File: src/rtl/lfsr_pkg.sv
// Shared LFSR definitions: checker state encoding, default taps/seed, feedback function.
package lfsr_pkg;

  localparam int unsigned LFSR_MAX_W        = 32;
  localparam logic [7:0]  LFSR_DEFAULT_TAPS = 8'hB8;
  localparam logic [7:0]  LFSR_SEED         = 8'h01;

  typedef enum logic [1:0] {
    SEARCH = 2'd0,
    VERIFY = 2'd1,
    LOCKED = 2'd2
  } chk_state_e;

  // XOR of the tapped state bits; narrower LFSRs are zero-extended by the caller.
  function automatic logic lfsr_fb(input logic [LFSR_MAX_W-1:0] state,
                                   input logic [LFSR_MAX_W-1:0] taps);
    return ^(state & taps);
  endfunction

endpackage

File: src/rtl/lfsr_step.sv
// Combinational Fibonacci LFSR step: predicted feedback bit and shifted next state.
module lfsr_step
  import lfsr_pkg::*;
#(
  parameter int unsigned WIDTH = 8
) (
  input  logic [WIDTH-1:0] state_i,
  input  logic [WIDTH-1:0] taps_i,
  input  logic             ext_bit_i,
  input  logic             ext_sel_i,
  output logic             pred_c_o,
  output logic [WIDTH-1:0] next_c_o
);

  // Shift in either the external bit or the locally predicted feedback bit.
  always_comb begin
    pred_c_o = lfsr_fb(LFSR_MAX_W'(state_i), LFSR_MAX_W'(taps_i));
    next_c_o = {state_i[WIDTH-2:0], (ext_sel_i ? ext_bit_i : pred_c_o)};
  end

endmodule

File: config.mk
export PLATFORM = sky130hd
export DESIGN_NAME = lfsr_step
export DESIGN_NICKNAME = d
export VERILOG_FILES = /design/src/rtl/lfsr_pkg.sv /design/src/rtl/lfsr_step.sv
export SDC_FILE = /design/constraint.sdc
export NUM_CORES = 1
export LEC_CHECK = 0
export BUFFER_PORTS_ARGS = -buffer_cell sky130_fd_sc_hd__buf_4
export CAP_MARGIN = 20
export CORE_AREA = 4 4 41 43
export DETAILED_ROUTE_END_ITERATION = 8
export DIE_AREA = 0 0 45 47
export GPL_TIMING_DRIVEN = 0
export PLACE_DENSITY_LB_ADDON = 0.3
export SYNTH_ARGS = -nofsm -noshare
export SYNTH_HDL_FRONTEND = slang
export SYNTH_SLANG_ARGS = --single-unit
export TNS_END_PERCENT = 1
File: constraint.sdc
create_clock -name vclk -period 1.01
set_input_delay 0.101 -clock vclk [all_inputs]
set_output_delay 0.101 -clock vclk [all_outputs]
set_load 0.01 [all_outputs]
==> reports/metrics.yaml, run 1 <==
timing.final.max_slew_violations: 0
grt_setup_unrepaired: "yes"
globalplace.congestion: 0.5525
worstPathCellList: "buf_4 > nand2_2 > xnor2_2 > xnor2_1 > xnor2_1 > mux2_4 > buf_6"
postSynthCellCount: 23
dr_wl_cell_um: 8.288
worst_slew_pin_slew_ps: 169.4
final_cell_mix: "buf_4 (26), buf_6 (8), nand2_4 (5)"
ys_types: 5
worst_setup_path_end_kind: "output port"
die_h_um: 47
synth_top_area_cell: "buf_4"
finalHoldViolCount: 0
final.period_utilization: 1.144
yosys_warnings: 0
synth.cell_area_um2: 155.1
power.sequential.fraction: 0
grt_antenna_before_repair: 0
max_freq_mhz: 865.2
layout-drive-gt1-share: 0.9412
syn_avg_cell_area_um2: 6.746
crit_path_start_kind: "input pin"
cp_max_fo: 2
critical_path_buf_inv_count: 2
dr.first_iter.drc_count: 0
path_class: "input pin to output port"
io-pin-count: 27
max-vdd-ir-drop_mv: 0.2337
finalNetCount: 71
fp.coreArea_um2: 1301
grt_start_max_net_pins: 3
quantity_of_hold_fixing_buffers_added_after_cts: 0
period_minus_slack_ps: 1156
num_antenna_cells: 0
failed_checks: "negative setup slack"
number_of_setup_violations_in_the_final_report: 2
slew_headroom: 0.8862
power_per_cell_area_nw_per_um2: 652.8
die-width_um: 45
num_vias: 241
worstHoldPathType: "input pin to output port"
cp_max_delay_cell: "mux2_4"
detailedRoute.firstPassIterationCount: 1
antenna_violating_nets_post_route: 0
wl_um: 547
grt_pass1_wl_um: 793
track_usage: 0.04649
worst_path_dominant_cell_family: "XOR/XNOR gates"
fp-row-count: 13
mostFrequentLayoutCell: "buf_4"
number_of_global_route_vias_before_repair: 213
portBuffers: 27
clkbuf_count: 0
internal_power_w: 0.0002176
power.share.clock: 0
p_leak_nw: 0.2686
layout.sequential_cells: 0
seq_area_frac_synth: 0
ys_top_cells_by_area: "buf_4 (34%), xnor2_1 (34%), nand2_1 (19%)"
globalRouteOverflowTotal: 0
die_area_um2: 2115
dp_worst_setup_slack_ps: -215.6
switching_share: 0.3339
final.setup.worst_slack_ps: -145.8
crit_arrival_ps: 1050
mappedNetlistNets: 41
post-synth-top-area-fraction: 0.3387
crit_top_cell: "xnor2_1"
final_hold_slack_ps: 468.6
finalPower_w: 0.0003267
critical_path_required_ps: 910
routed_via_density: 3.652
max_cap_viol_count: 0
drcViolationCount: 0
switching_power_w: 0.0001091
floorplan.initialDensity: 0.1192
outcome: "complete, but fails checks"
comb_power_share: 1.000
critical_path.max_stage_delay_ps: 280
area_delta_synth_final_pct: 222.6
register_area_um2: 0
==> final cells by class <==
| cell class | instances | area (um^2) |
|---|---|---|
| buffer | 7 | 52.55 |
| fill | 149 | 800.8 |
| multi-input combinational | 16 | 181.4 |
| tap | 15 | 18.77 |
| timing repair buffer | 28 | 247.7 |
==> cell usage after synthesis <==
cell type and count:
nand2_1 8, buf_4 7, xnor2_1 6, mux2_2 1, xor2_1 1
==> repair_timing <==
action                                  4_1_cts  5_1_grt
endpoints found under the setup margin        2        2
setup buffers                                 1        0
pin swaps                                     8        6
gates resized for setup                      14        8
==> kinds of logic (layout without fill, tap and decap cells) <==
kind of cell              Yosys count  count (layout)  share of synthesized area
buffers and inverters               7              35                     0.3387
and+or+nand+nor                     8               8                     0.1936
xor gates and xnor gates            7               7                     0.3952
muxes                               1               1                    0.07258
==> stage by stage <==
| stage | TNS, ps | std cells | area [um^2] | util |
|---|---|---|---|---|
| after global routing | -289.7 | 66 | 500.5 | 0.3846 |
| after global placement | -226.1 | 65 | 397.9 | 0.3058 |
| after floorplan | -26.45 | 23 | 176.4 | - |
| after CTS | -211.9 | 66 | 462.9 | 0.3558 |
| final | -179.4 | 66 | 500.5 | 0.3846 |
| after detailed placement | -227.5 | 65 | 397.9 | 0.3058 |
==> path summary, 6_finish.rpt <==
check                  start           to  cells after the start
setup / recovery  state_i[7]  next_c_o[0]                      7
hold / removal    state_i[3]  next_c_o[4]                      3
==> tightest hold or removal path, delay by kind of cell <==
family                 cells  cell delay (ps)
buffers and inverters      3              270
==> power groups by stage <==
stage	logic (W)	registers, W	clock network [W]
final	0.000327	0	0
after detailed placement	0.000249	0	0
after CTS	0.000315	0	0
after floorplan	0.000121	0	0
after global placement	0.000247	0	0
after global routing	0.000348	0	0
==> routing by layer <==
layer / up-vias / part of all wire / track usage
li1: 118 / - / -
met1: 106 / 0.30 / 0.05192
met2: 17 / 0.55 / 0.09887
met3: 0 / 0.15 / 0.003831
met4: 0 / 0 / 0
met5: - / 0 / 0
(Power assumes the default switching activity.)
==> inputs of run 2 (changes only) <==
--- a/config.mk
+++ b/config.mk
@@ -11,7 +11,7 @@
 export DETAILED_ROUTE_END_ITERATION = 8
 export DIE_AREA = 0 0 45 47
 export GPL_TIMING_DRIVEN = 0
-export PLACE_DENSITY_LB_ADDON = 0.3
+export PLACE_DENSITY = 0.51
 export SYNTH_ARGS = -nofsm -noshare
 export SYNTH_HDL_FRONTEND = slang
 export SYNTH_SLANG_ARGS = --single-unit
==> reports/metrics.yaml, run 2 (synthesis results as in run 1) <==
timing.final.max_slew_violations: 0
number_of_setup_violations_in_the_final_report: 2
globalRouteOverflowTotal: 0
placed_instance_area_um2: 397.9
final.setup.worst_slack_ps: -146.9
grt_pass1_wl_um: 745
globalplace.congestion: 0.5642
final.period_utilization: 1.145
grt_setup_unrepaired: "yes"
p_leak_nw: 0.2791
wl_um: 565
final_cell_mix: "buf_4 (24), buf_6 (11), nand2_4 (7)"
path_class: "input pin to output port"
outcome: "complete, but fails checks"
period_minus_slack_ps: 1157
mostFrequentLayoutCell: "buf_4"
hold-path-cell-count: 3
critical_path_required_ps: 910
hold_path.startpoint: "state_i[3]"
num_vias: 230
fin_util: 0.3952
worst_setup_path_end_kind: "output port"
dr.first_iter.drc_count: 0
worstHoldPathType: "input pin to output port"
crit_path_start_kind: "input pin"
number_of_global_route_vias_before_repair: 203
max_freq_mhz: 864.4
layout-drive-gt1-share: 0.9412
finalHoldViolCount: 0
dr_wl_cell_um: 8.561
grt_antenna_before_repair: 0
finalInstanceArea_um2: 514.2
dp_worst_setup_slack_ps: -219.6
cp_max_fo: 2
portBuffers: 27
io-pin-count: 27
antenna_violating_nets_post_route: 0
hold_path_end: "next_c_o[4]"
num_antenna_cells: 0
routed_via_density: 3.485
fillers: 147
quantity_of_hold_fixing_buffers_added_after_cts: 0
area_delta_synth_final_pct: 231.5
fp.coreArea_um2: 1301
register_area_um2: 0
drcViolationCount: 0
final_hold_slack_ps: 470.7
clkbuf_count: 0
track_usage: 0.04416
die_area_um2: 2115
layout.sequential_cells: 0
die-width_um: 45
detailedRoute.firstPassIterationCount: 1
fp-row-count: 13
max_cap_viol_count: 0
crit_arrival_ps: 1060
max-vdd-ir-drop_mv: 0.1950
worst_slew_pin_slew_ps: 183.1
slew_headroom: 0.8770
finalNetCount: 71
floorplan.initialDensity: 0.1192
power_per_cell_area_nw_per_um2: 646.1
grt_start_max_net_pins: 3
die_h_um: 47
failed_checks: "negative setup slack"
[run 2: changes by cell type in the layout (fill, tap and decap cells not counted)]
| cell | change |
|---|---|
| buf_4 | -2 |
| buf_6 | +3 |
| buf_8 | -1 |
| nand2_4 | +2 |
| nand2_2 | -2 |
[run 2: timing repair]
item	in CTS	in global routing
gates cloned	0	0
buffers inserted	1	0
resized for setup	16	9
pin swaps	10	5
endpoints found under the setup margin	2	2
[run 2: routing by layer]
layer,vias up,routed length [um],track usage
met3,0,99,0.007663
met4,0,0,0
met5,-,0,0
met2,17,307,0.08757
met1,95,158,0.05204
li1,118,-,-
[run 2: metrics by stage]
stage          instances  setup TNS, ps  total power (W)
2_1_floorplan         23         -26.45        0.0001208
3_3_place_gp          65         -218.7        0.0002466
3_5_place_dp          65         -230.8        0.0002490
4_1_cts               66         -223.7        0.0003190
5_1_grt               66         -320.6        0.0003548
6_report              66         -187.7        0.0003323
[run 2: critical path: stages]
cell and delay [ps]:
buf_6 70, nand2_4 50, xor2_2 160, xnor2_1 160, xnor2_1 110, mux2_4 280
buf_6 120
[run 2: layout make-up]
cell class                      count  area [um^2]  share of cell area
Timing Repair Buffer               28        251.5              0.4891
Multi-Input combinational cell     16        191.4              0.3723
Buffer                              7        52.55              0.1022
Tap cell                           15        18.77             0.03650
[run 2: power breakdown]
group          total [W]  leakage, nW  switching [W]  internal, W
clock                  0            0              0            0
sequential             0            0              0            0
combinational   0.000332        0.279       0.000112     0.000220
[run 2: how the worst max path moves through the flow]
stage | start | end | slack [ps] | depth (start not counted)
2_1_floorplan | state_i[2] | next_c_o[0] | -30 | 5
3_3_place_gp | state_i[3] | next_c_o[0] | -210 | 7
3_5_place_dp | state_i[3] | next_c_o[0] | -220 | 7
4_1_cts | taps_i[2] | next_c_o[0] | -170 | 7
5_1_grt | state_i[3] | next_c_o[0] | -210 | 7
6_report | taps_i[3] | next_c_o[0] | -150 | 7
